<file path="config.mk">
export PLATFORM = sky130hd
export DESIGN_NAME = matrix_grid_renderer
export DESIGN_NICKNAME = d
export VERILOG_FILES = /design/src/rtl/matrix_grid_renderer.sv
export SDC_FILE = /design/constraint.sdc
export NUM_CORES = 1
export LEC_CHECK = 0
export ABC_CLOCK_PERIOD_IN_PS = 3050
export CELL_PAD_IN_SITES_DETAIL_PLACEMENT = 1
export CELL_PAD_IN_SITES_GLOBAL_PLACEMENT = 1
export CORE_MARGIN = 2
export CORE_UTILIZATION = 56
export CTS_BUF_LIST = sky130_fd_sc_hd__clkbuf_4
export CTS_CLUSTER_DIAMETER = 120
export DETAILED_ROUTE_END_ITERATION = 12
export GPL_TIMING_DRIVEN = 0
export PLACE_DENSITY_LB_ADDON = 0.1
export SYNTH_ARGS = -nofsm -noshare
export SYNTH_HDL_FRONTEND = slang
export SYNTH_SLANG_ARGS = --single-unit
</file>
<file path="constraint.sdc">
create_clock -name clk -period 3.05 [get_ports clk]
set_input_delay 0.7625 -clock clk [delete_from_list [all_inputs] [get_ports clk]]
set_output_delay 0.7625 -clock clk [all_outputs]
set_load 0.05 [all_outputs]
</file>
<file path="src/rtl/matrix_grid_renderer.sv">
// Renders a DIM x DIM matrix as a bordered colour grid on the VGA output.
// Elements arrive over a valid/ready write port into a double-buffered
// register file; the buffers swap only at vblank onset to avoid tearing.
//
// Ports:
//   clk, reset            system clock, synchronous active-high reset
//   clk_en                pixel-rate enable (same strobe as the counters)
//   h_count, v_count      current raster position
//   hsync_in, vsync_in    sync from the counters
//   hblank_in, vblank_in  blanking from the counters
//   wr_valid/wr_ready     element write handshake
//   wr_addr, wr_data      element index (row*DIM+col) and value
//   wr_last               final element of a matrix; commits the back buffer
//   hsync, vsync          sync delayed to align with RGB
//   hblank, vblank        blanking delayed to align with RGB
//   vga_r, vga_g, vga_b   4-bit colour channels
module matrix_grid_renderer #(
   parameter int unsigned DIM       = 4,
   parameter int unsigned CELL_LOG2 = 6,
   parameter int unsigned BORDER    = 2,
   parameter int unsigned GRID_H0   = 304,
   parameter int unsigned GRID_V0   = 115,
   parameter logic [11:0] BG_RGB    = 12'h000,
   parameter logic        SYNC_IDLE = 1'b1
) (
   input  logic                          clk,
   input  logic                          reset,
   input  logic                          clk_en,
   input  logic [10:0]                   h_count,
   input  logic [10:0]                   v_count,
   input  logic                          hsync_in,
   input  logic                          vsync_in,
   input  logic                          hblank_in,
   input  logic                          vblank_in,
   input  logic                          wr_valid,
   output logic                          wr_ready,
   input  logic [$clog2(DIM*DIM)-1:0]    wr_addr,
   input  logic [7:0]                    wr_data,
   input  logic                          wr_last,
   output logic                          hsync,
   output logic                          vsync,
   output logic                          hblank,
   output logic                          vblank,
   output logic [3:0]                    vga_r,
   output logic [3:0]                    vga_g,
   output logic [3:0]                    vga_b
);

   localparam int unsigned CELLS  = DIM * DIM;
   localparam int unsigned ADDR_W = $clog2(CELLS);
   localparam int unsigned RC_W   = $clog2(DIM + 1);
   localparam int unsigned SPAN   = (DIM << CELL_LOG2) + BORDER;

   // Two element banks; front_sel picks the displayed one.
   // wr_ready doubles as the inverse of the commit-pending flag.
   logic [7:0] mem [2][CELLS];
   logic       front_sel;

   // Stage-1 registers
   logic            s1_in_grid;
   logic            s1_border;
   logic [RC_W-1:0] s1_row;
   logic [RC_W-1:0] s1_col;
   logic            s1_hsync;
   logic            s1_vsync;
   logic            s1_hblank;
   logic            s1_vblank;

   // Stage-1 geometry: grid-relative offsets wrap for pixels left/above the grid
   logic [11:0]     dx_c;
   logic [11:0]     dy_c;
   logic            in_grid_c;
   logic [RC_W-1:0] col_c;
   logic [RC_W-1:0] row_c;
   logic            border_c;

   always_comb begin
      dx_c      = 12'(h_count) - 12'(GRID_H0);
      dy_c      = 12'(v_count) - 12'(GRID_V0);
      in_grid_c = (32'(dx_c) < SPAN) && (32'(dy_c) < SPAN);
      // Truncation is harmless: only used when in_grid, where col/row <= DIM
      col_c     = RC_W'(dx_c >> CELL_LOG2);
      row_c     = RC_W'(dy_c >> CELL_LOG2);
      border_c  = (32'(dx_c[CELL_LOG2-1:0]) < BORDER) ||
                  (32'(dy_c[CELL_LOG2-1:0]) < BORDER) ||
                  (32'(col_c) == DIM) || (32'(row_c) == DIM);
   end

   // Stage-2 colour lookup from the front bank
   logic [ADDR_W-1:0] idx_c;
   logic [7:0]        pix_c;
   logic [11:0]       rgb_c;

   always_comb begin
      // Out-of-range row/col only occur on the border, where the value is unused
      idx_c = ADDR_W'(32'(s1_row) * DIM + 32'(s1_col));
      pix_c = mem[front_sel][idx_c];
      rgb_c = 12'h000;
      if (s1_hblank || s1_vblank) begin
         rgb_c = 12'h000;
      end else if (!s1_in_grid) begin
         rgb_c = BG_RGB;
      end else if (s1_border) begin
         rgb_c = 12'hFFF;
      end else begin
         rgb_c = {pix_c[7:4], pix_c[3:0], 4'h0};
      end
   end

   // Pixel pipeline: two enabled stages, holds while clk_en is low
   always_ff @(posedge clk) begin
      if (reset) begin
         s1_in_grid <= 1'b0;
         s1_border  <= 1'b0;
         s1_row     <= '0;
         s1_col     <= '0;
         s1_hsync   <= SYNC_IDLE;
         s1_vsync   <= SYNC_IDLE;
         s1_hblank  <= 1'b1;
         s1_vblank  <= 1'b1;
         hsync      <= SYNC_IDLE;
         vsync      <= SYNC_IDLE;
         hblank     <= 1'b1;
         vblank     <= 1'b1;
         vga_r      <= 4'h0;
         vga_g      <= 4'h0;
         vga_b      <= 4'h0;
      end else if (clk_en) begin
         s1_in_grid <= in_grid_c;
         s1_border  <= border_c;
         s1_row     <= row_c;
         s1_col     <= col_c;
         s1_hsync   <= hsync_in;
         s1_vsync   <= vsync_in;
         s1_hblank  <= hblank_in;
         s1_vblank  <= vblank_in;
         hsync      <= s1_hsync;
         vsync      <= s1_vsync;
         hblank     <= s1_hblank;
         vblank     <= s1_vblank;
         vga_r      <= rgb_c[11:8];
         vga_g      <= rgb_c[7:4];
         vga_b      <= rgb_c[3:0];
      end
   end

   // Vblank onset: stage-1 vblank holds the previous enabled-cycle value
   logic swap_c;
   logic addr_ok_c;

   always_comb begin
      swap_c    = clk_en && vblank_in && !s1_vblank && !wr_ready;
      addr_ok_c = 32'(wr_addr) < CELLS;
   end

   // Write port at full clock rate; swap toggles banks and reopens the port
   always_ff @(posedge clk) begin
      if (reset) begin
         for (int i = 0; i < int'(CELLS); i++) begin
            mem[0][i] <= 8'h00;
            mem[1][i] <= 8'h00;
         end
         front_sel <= 1'b0;
         wr_ready  <= 1'b1;
      end else begin
         if (wr_valid && wr_ready) begin
            if (addr_ok_c) begin
               mem[~front_sel][wr_addr] <= wr_data;
            end
            if (wr_last) begin
               wr_ready <= 1'b0;
            end
         end
         if (swap_c) begin
            front_sel <= ~front_sel;
            wr_ready  <= 1'b1;
         end
      end
   end

endmodule
</file>
==> impl_metrics.json, run 1 <==
{
  "tightest_slew_ns": 0.997,
  "critPathBufInv": 1,
  "num_vias": 9335,
  "synthAdderAreaFrac_pct": 0.186,
  "synth_cell_types": 46,
  "rr_startpoint": "s1_col[0]",
  "dp_hpwl_um": 27900,
  "initial_core_util_pct": 57.2,
  "drc_errors": 0,
  "rsz0062_at_grt": "false",
  "min_delay_path_depth": 1,
  "drt_iter0_markers": 786,
  "cts_buffers": 75,
  "cts_resized": 0,
  "cts_setup_buffers": 0,
  "htreeDepth": 3,
  "wl_per_cell_um": 26.3,
  "drive_gt1_share_pct": 11.4,
  "cts_tree": "built",
  "r2r_cells": 7,
  "hold_path.class": "register to register",
  "antenna_found_initial": 2,
  "endpoint_kind": "register",
  "rows": 56,
  "ant_nets": 0,
  "critical_path.max_fanout": 9,
  "min_to": "vsync",
  "synth_compound_area_share_pct": 7.83,
  "port_buffers": 57,
  "die_w_um": 159,
  "synthXorXnorAreaFrac_pct": 0.457,
  "worstPathCellList": "clkdlybuf4s50_1 > nor3b_1 > nand3_1 > nor2_1 > or2_1",
  "multi_input_area_sq_um": 4840,
  "design_area_sq_um": 15300,
  "vias_per_cell": 6.03,
  "synth.yosys.seq_area_share_pct": 61.3,
  "grt_pass1_vias": 9738,
  "cts_root_buffer": "clkbuf_4",
  "synthesis.nets": 1092,
  "nets": 1226,
  "clockBufferDepth": 3,
  "synth_seq_cells": 283,
  "setup_viol": 0,
  "placed_cell_area_sq_um": 14400,
  "synthMuxAreaShare_pct": 9.77,
  "clkSinkCount": 283,
  "rrSetupSlack_ns": 0.31,
  "status": "completed",
  "crit_family": "simple AND/OR/NAND/NOR gates",
  "cap_violations": 0,
  "n_fill_cell": 2310,
  "drt_wl_total_um": 40700,
  "grt_max_degree": 11,
  "synth_edf_count": 256,
  "ir_drop_uv": 426,
  "syn_inst": 1047,
  "dieArea_sq_um": 25200,
  "slew_violations": 0,
  "async_reset_ff_share_pct": 0,
  "yosys-top-cells-count": "and2_1 (260), edfxtp_1 (256), mux2i_1 (131)",
  "yosys.area_share.simple_pct": 17.8,
  "cp.required_ns": 3.36,
  "ioPinCount": 60,
  "routabilityCongestion": 0.979,
  "ys.flop_type": "edfxtp_1",
  "slew_headroom_pct": 33.6,
  "grt_usage_pct": 32.3,
  "finalHoldViolations": 0,
  "clk_latency_ns": 0.70,
  "hp-start": "vsync",
  "worstSetupPathDepth": 5,
  "period_minus_slack_ns": 2.93,
  "syn_area_per_cell_sq_um": 12.8,
  "max_freq_mhz": 341,
  "grt-ovfl-total": 0,
  "grt_pass1_wl_um": 59600,
  "setup_tns_ns": 0,
  "arrival_ns": 3.25,
  "p_leak_nw": 5.35,
  "netlist.area_leader.share_pct": 57.3,
  "synthTopCellsByArea": "edfxtp_1 (57%), and2_1 (12%), mux2i_1 (9.8%), dfxtp_1 (4.0%), a22oi_1 (3.6%)",
  "synth_most_common_cell": "and2_1",
  "firstDrtPassIters": 8,
  "skew_ns": 0.0364,
  "cpMaxStageDelayCell": "nor2_1",
  "powerDensity_nw_per_um2": 549,
  "yosysTopAreaCell": "edfxtp_1",
  "syn_area_sq_um": 13400,
  "core_area_sq_um": 23500,
  "period_share_pct": 96.2,
  "area_delta_synth_final_pct": 13.9,
  "synth_warnings": 0,
  "path_clk_slew_ns": 0.06,
  "regToRegEndpoint": "vga_g[0]",
  "fp.dieH_um": 159,
  "seq_area_sq_um": 8230,
  "cpPeakStageDelay_ns": 0.66,
  "ctsHoldBuffers": 0,
  "critical_path_class": "input pin to register",
  "synth_top_family_by_area": "simple AND/OR/NAND/NOR gates",
  "critPathLaunchType": "input pin"
}
[final cells by class]
| type | instances | share of cell area [%] |
|---|---|---|
| flip-flops and latches | 283 | 53.8 |
| inverters | 3 | 0.0737 |
| multi-input cells | 690 | 31.6 |
| well taps | 319 | 2.61 |
| clock buffers | 106 | 5.21 |
| repair buffers | 57 | 3.73 |
| plain buffers | 71 | 2.26 |
| clock inverters | 14 | 0.557 |
| diodes | 4 | 0.0655 |
[worst register-to-register path, cell delays in order (launching register included)]
cell      delay [ns]
dfxtp_1         0.34
nor2b_1         0.14
clkbuf_1        0.23
clkbuf_1        0.42
a22oi_1         0.50
a21oi_1         0.16
or4_1           0.60
a221oi_2        0.26
[logic make-up after synthesis]
logic type      after synthesis
compound gates              146
xor+xnor                      7
fa+ha+maj                     2
buf+inv                      74
flops                       283
mux                         131
simple gates                404
[where the power goes]
part           total, mW  internal [mW]  switching (mW)
registers           4.41           4.36          0.0525
clock network       3.22           1.67            1.55
logic              0.751          0.227           0.524
total               8.38           6.25            2.13
[how the worst max path moves through the flow]
stage,startpoint,slack (ns),end
2_1_floorplan,reset,0.76,mem[0][104]
3_3_place_gp,wr_valid,-0.35,mem[1][41]
3_5_place_dp,wr_valid,-0.47,mem[1][41]
4_1_cts,wr_valid,0.21,mem[1][41]
5_1_grt,wr_valid,0.10,mem[1][41]
6_report,wr_valid,0.12,mem[1][41]
[per-layer routing]
metal / GRT usage [%] / share of wire (%) / vias up
met5: 0 / 0 / -
met4: 12.9 / 3.6 / 0
met3: 6.56 / 8.0 / 96
met2: 54.3 / 49 / 467
met1: 41.1 / 40 / 4657
li1: - / - / 4115
[cells in the final DEF (no fill, tap or decap), drive strengths merged, types with 2 or more instances in the layout]
master / instances
or2: 35
nor3: 5
nand2b: 4
a31oi: 2
mux2i: 131
nand3b: 4
a221oi: 8
or4: 8
xor2: 4
and2: 260
a22oi: 65
clkbuf: 159
nor3b: 3
a311oi: 3
a211o: 7
or3: 4
diode: 4
nand3: 4
dfxtp: 27
inv: 6
edfxtp: 256
nor2b: 10
nand2: 20
o21ai: 3
a211oi: 3
or3b: 2
a21oi: 46
ha: 2
nor2: 43
xnor2: 3
clkinv: 9
clkdlybuf4s50: 57
buf: 18
[stage by stage]
stage / total power [mW] / hold WS, ns / std cells / setup slack [ns] / util (%)
after floorplan: 4.86 / 0.467 / 1047 / 0.757 / -
after global placement: 5.19 / 0.448 / 1423 / -0.354 / 61.3
after detailed placement: 5.22 / 0.456 / 1423 / -0.475 / 61.3
after CTS: 8.38 / 0.470 / 1543 / 0.207 / 65.1
after global routing: 8.62 / 0.485 / 1544 / 0.102 / 65.1
final: 8.38 / 0.469 / 1547 / 0.116 / 65.1
[registers in the layout, indices dropped and copies added (netlist names), named ones only]
| name | count |
|---|---|
| vga_r | 4 |
| s1_hsync | 1 |
| s1_col | 3 |
| hsync | 1 |
| s1_vblank | 1 |
| s1_row | 2 |
| hblank | 1 |
| s1_border | 1 |
| front_sel | 1 |
| vga_g | 4 |
| s1_in_grid | 1 |
| vga_b | 1 |
| s1_vsync | 1 |
| wr_ready | 1 |
| vsync | 1 |
| vblank | 1 |
| mem | 256 |
| s1_hblank | 1 |
Note: power is estimated with default switching activity, not from simulation.
==> run 2: changes to the inputs <==
- SETUP_SLACK_MARGIN: default -> 0.1
==> results of run 2 <==
Same layout as run 1: the final DEF is identical, and so are final timing and power.
==> run 3: changes to the inputs <==
- RECOVER_POWER: default -> 50
==> impl_metrics.json, run 3 (synthesis gave the netlist of run 1 again) <==
{
  "worstPathCellList": "clkdlybuf4s50_1 > nor3b_1 > nand3_1 > nor2_1 > or2_1",
  "drive_gt1_share_pct": 11.4,
  "nets": 1226,
  "cts_tree": "built",
  "mostFrequentLayoutCell": "edfxtp_1",
  "largest_register_ffs": 256,
  "min_to": "vsync",
  "setup_ws_ns": 0.112,
  "cpPeakStageDelay_ns": 0.67,
  "hp-start": "vsync",
  "port_buffers": 57,
  "drc_errors": 0,
  "ioPinCount": 60,
  "core_area_sq_um": 23500,
  "pre_cts_ws_ns": -0.475,
  "max_freq_mhz": 340,
  "endpoint_kind": "register",
  "dp_hpwl_um": 27900,
  "r2r_cells": 7,
  "mostFrequentLayoutCells": "edfxtp_1 (256), and2_0 (196), mux2i_1 (131), clkbuf_4 (106), a22oi_1 (65)",
  "clockBufferDepth": 3,
  "powerDensity_nw_per_um2": 549,
  "whs_ns": 0.469,
  "p_total_mw": 8.38,
  "min_delay_path_depth": 1,
  "rrSetupSlack_ns": 0.30,
  "cts_root_buffer": "clkbuf_4",
  "skew_ns": 0.0324,
  "rr_startpoint": "s1_col[0]",
  "reg_top3": "mem: 256 flops, vga_g: 4 flops, vga_r: 4 flops",
  "critical_path.max_fanout": 9,
  "rows": 56,
  "finalHoldViolations": 0,
  "rsz0062_at_grt": "false",
  "path_clk_slew_ns": 0.06,
  "ir_drop_uv": 432,
  "multi_input_area_sq_um": 4840,
  "clkSinkCount": 283,
  "dieArea_sq_um": 25200,
  "regToRegEndpoint": "vga_g[0]",
  "initial_core_util_pct": 57.2,
  "slew_headroom_pct": 32.3,
  "grt_pass1_vias": 9738,
  "n_fill_cell": 2311,
  "grt_max_degree": 11,
  "wl_per_cell_um": 26.3,
  "cts_setup_buffers": 0,
  "drt_wl_total_um": 40600,
  "cts_buffers": 75,
  "ctsHoldBuffers": 0,
  "routabilityCongestion": 0.979,
  "top_register": "mem",
  "clk_latency_ns": 0.70,
  "p_leak_nw": 5.15,
  "slew_violations": 0,
  "status": "completed",
  "cp.required_ns": 3.37,
  "cap_violations": 0,
  "fp.dieH_um": 159,
  "vias_per_cell": 6.01,
  "arrival_ns": 3.26,
  "seq_area_sq_um": 8230,
  "period_minus_slack_ns": 2.94,
  "ant_nets": 0,
  "grt_usage_pct": 32.3,
  "critical_path_class": "input pin to register",
  "firstDrtPassIters": 6,
  "tightest_slew_ns": 1.02,
  "design_area_sq_um": 15300,
  "antenna_found_initial": 2,
  "hold_path.class": "register to register",
  "area_delta_synth_final_pct": 13.8,
  "htreeDepth": 3,
  "cts_resized": 0,
  "setup_viol": 0,
  "die_w_um": 159,
  "cpMaxStageDelayCell": "nor2_1",
  "grt_pass1_wl_um": 59600,
  "num_vias": 9293,
  "period_share_pct": 96.3,
  "placed_cell_area_sq_um": 14400,
  "drt_iter0_markers": 814,
  "grt-ovfl-total": 0,
  "critPathLaunchType": "input pin"
}
==> run 3: cell count changes in the layout (fill, tap and decap cells not counted), moves of 3 or more <==
cell and delta:
and2_1 -196, and2_0 +196, clkdlybuf4s50_1 -3, dlygate4sd3_1 +3
==> run 3: power by group <==
group | switching, mW | internal, mW | leakage (nW)
Combinational | 0.527 | 0.225 | 1.75
Sequential | 0.0526 | 4.36 | 2.86
Clock | 1.55 | 1.67 | 0.534
Total | 2.13 | 6.25 | 5.15
==> run 3: critical path, delay by kind of cell <==
kind | cells | cell delay (ns)
and+or+nand+nor | 4 | 1.93
buffers and inverters | 1 | 0.55
==> run 3: through the flow <==
step / std cells / TNS [ns] / util, %
floorplan: 1047 / 0 / -
global placement: 1423 / -41.05 / 61.3
detailed placement: 1423 / -59.72 / 61.3
CTS: 1543 / 0 / 65.1
global route: 1544 / 0 / 65.1
finish: 1546 / 0 / 65.1
==> run 3: layout make-up <==
| type | instances | area share (%) |
|---|---|---|
| tap | 319 | 2.61 |
| inverter | 3 | 0.0737 |
| sequential | 283 | 53.9 |
| clock buffer | 106 | 5.21 |
| buffer | 71 | 2.26 |
| multi-input combinational | 690 | 31.7 |
| antenna | 3 | 0.0491 |
| clock inverter | 14 | 0.557 |
| timing repair buffer | 57 | 3.73 |
==> run 3: worst max path at each step <==
| stage | start | to | slack, ns | cells after the start |
|---|---|---|---|---|
| finish | wr_valid | mem[1][41] | 0.11 | 5 |
| global route | wr_valid | mem[1][41] | 0.09 | 5 |
| CTS | wr_valid | mem[1][41] | 0.21 | 5 |
| detailed placement | wr_valid | mem[1][41] | -0.47 | 5 |
| global placement | wr_valid | mem[1][41] | -0.35 | 5 |
| floorplan | reset | mem[0][104] | 0.76 | 5 |
==> run 3: layer usage <==
layer | part of all wire, % | routed length (um) | global-route usage (%) | up-vias
met5 | 0 | 0 | 0 | -
met4 | 3.6 | 1460 | 12.9 | 0
met3 | 7.5 | 3060 | 6.56 | 92
met2 | 49 | 19800 | 54.3 | 431
met1 | 40 | 16300 | 41.1 | 4660
li1 | - | - | - | 4110
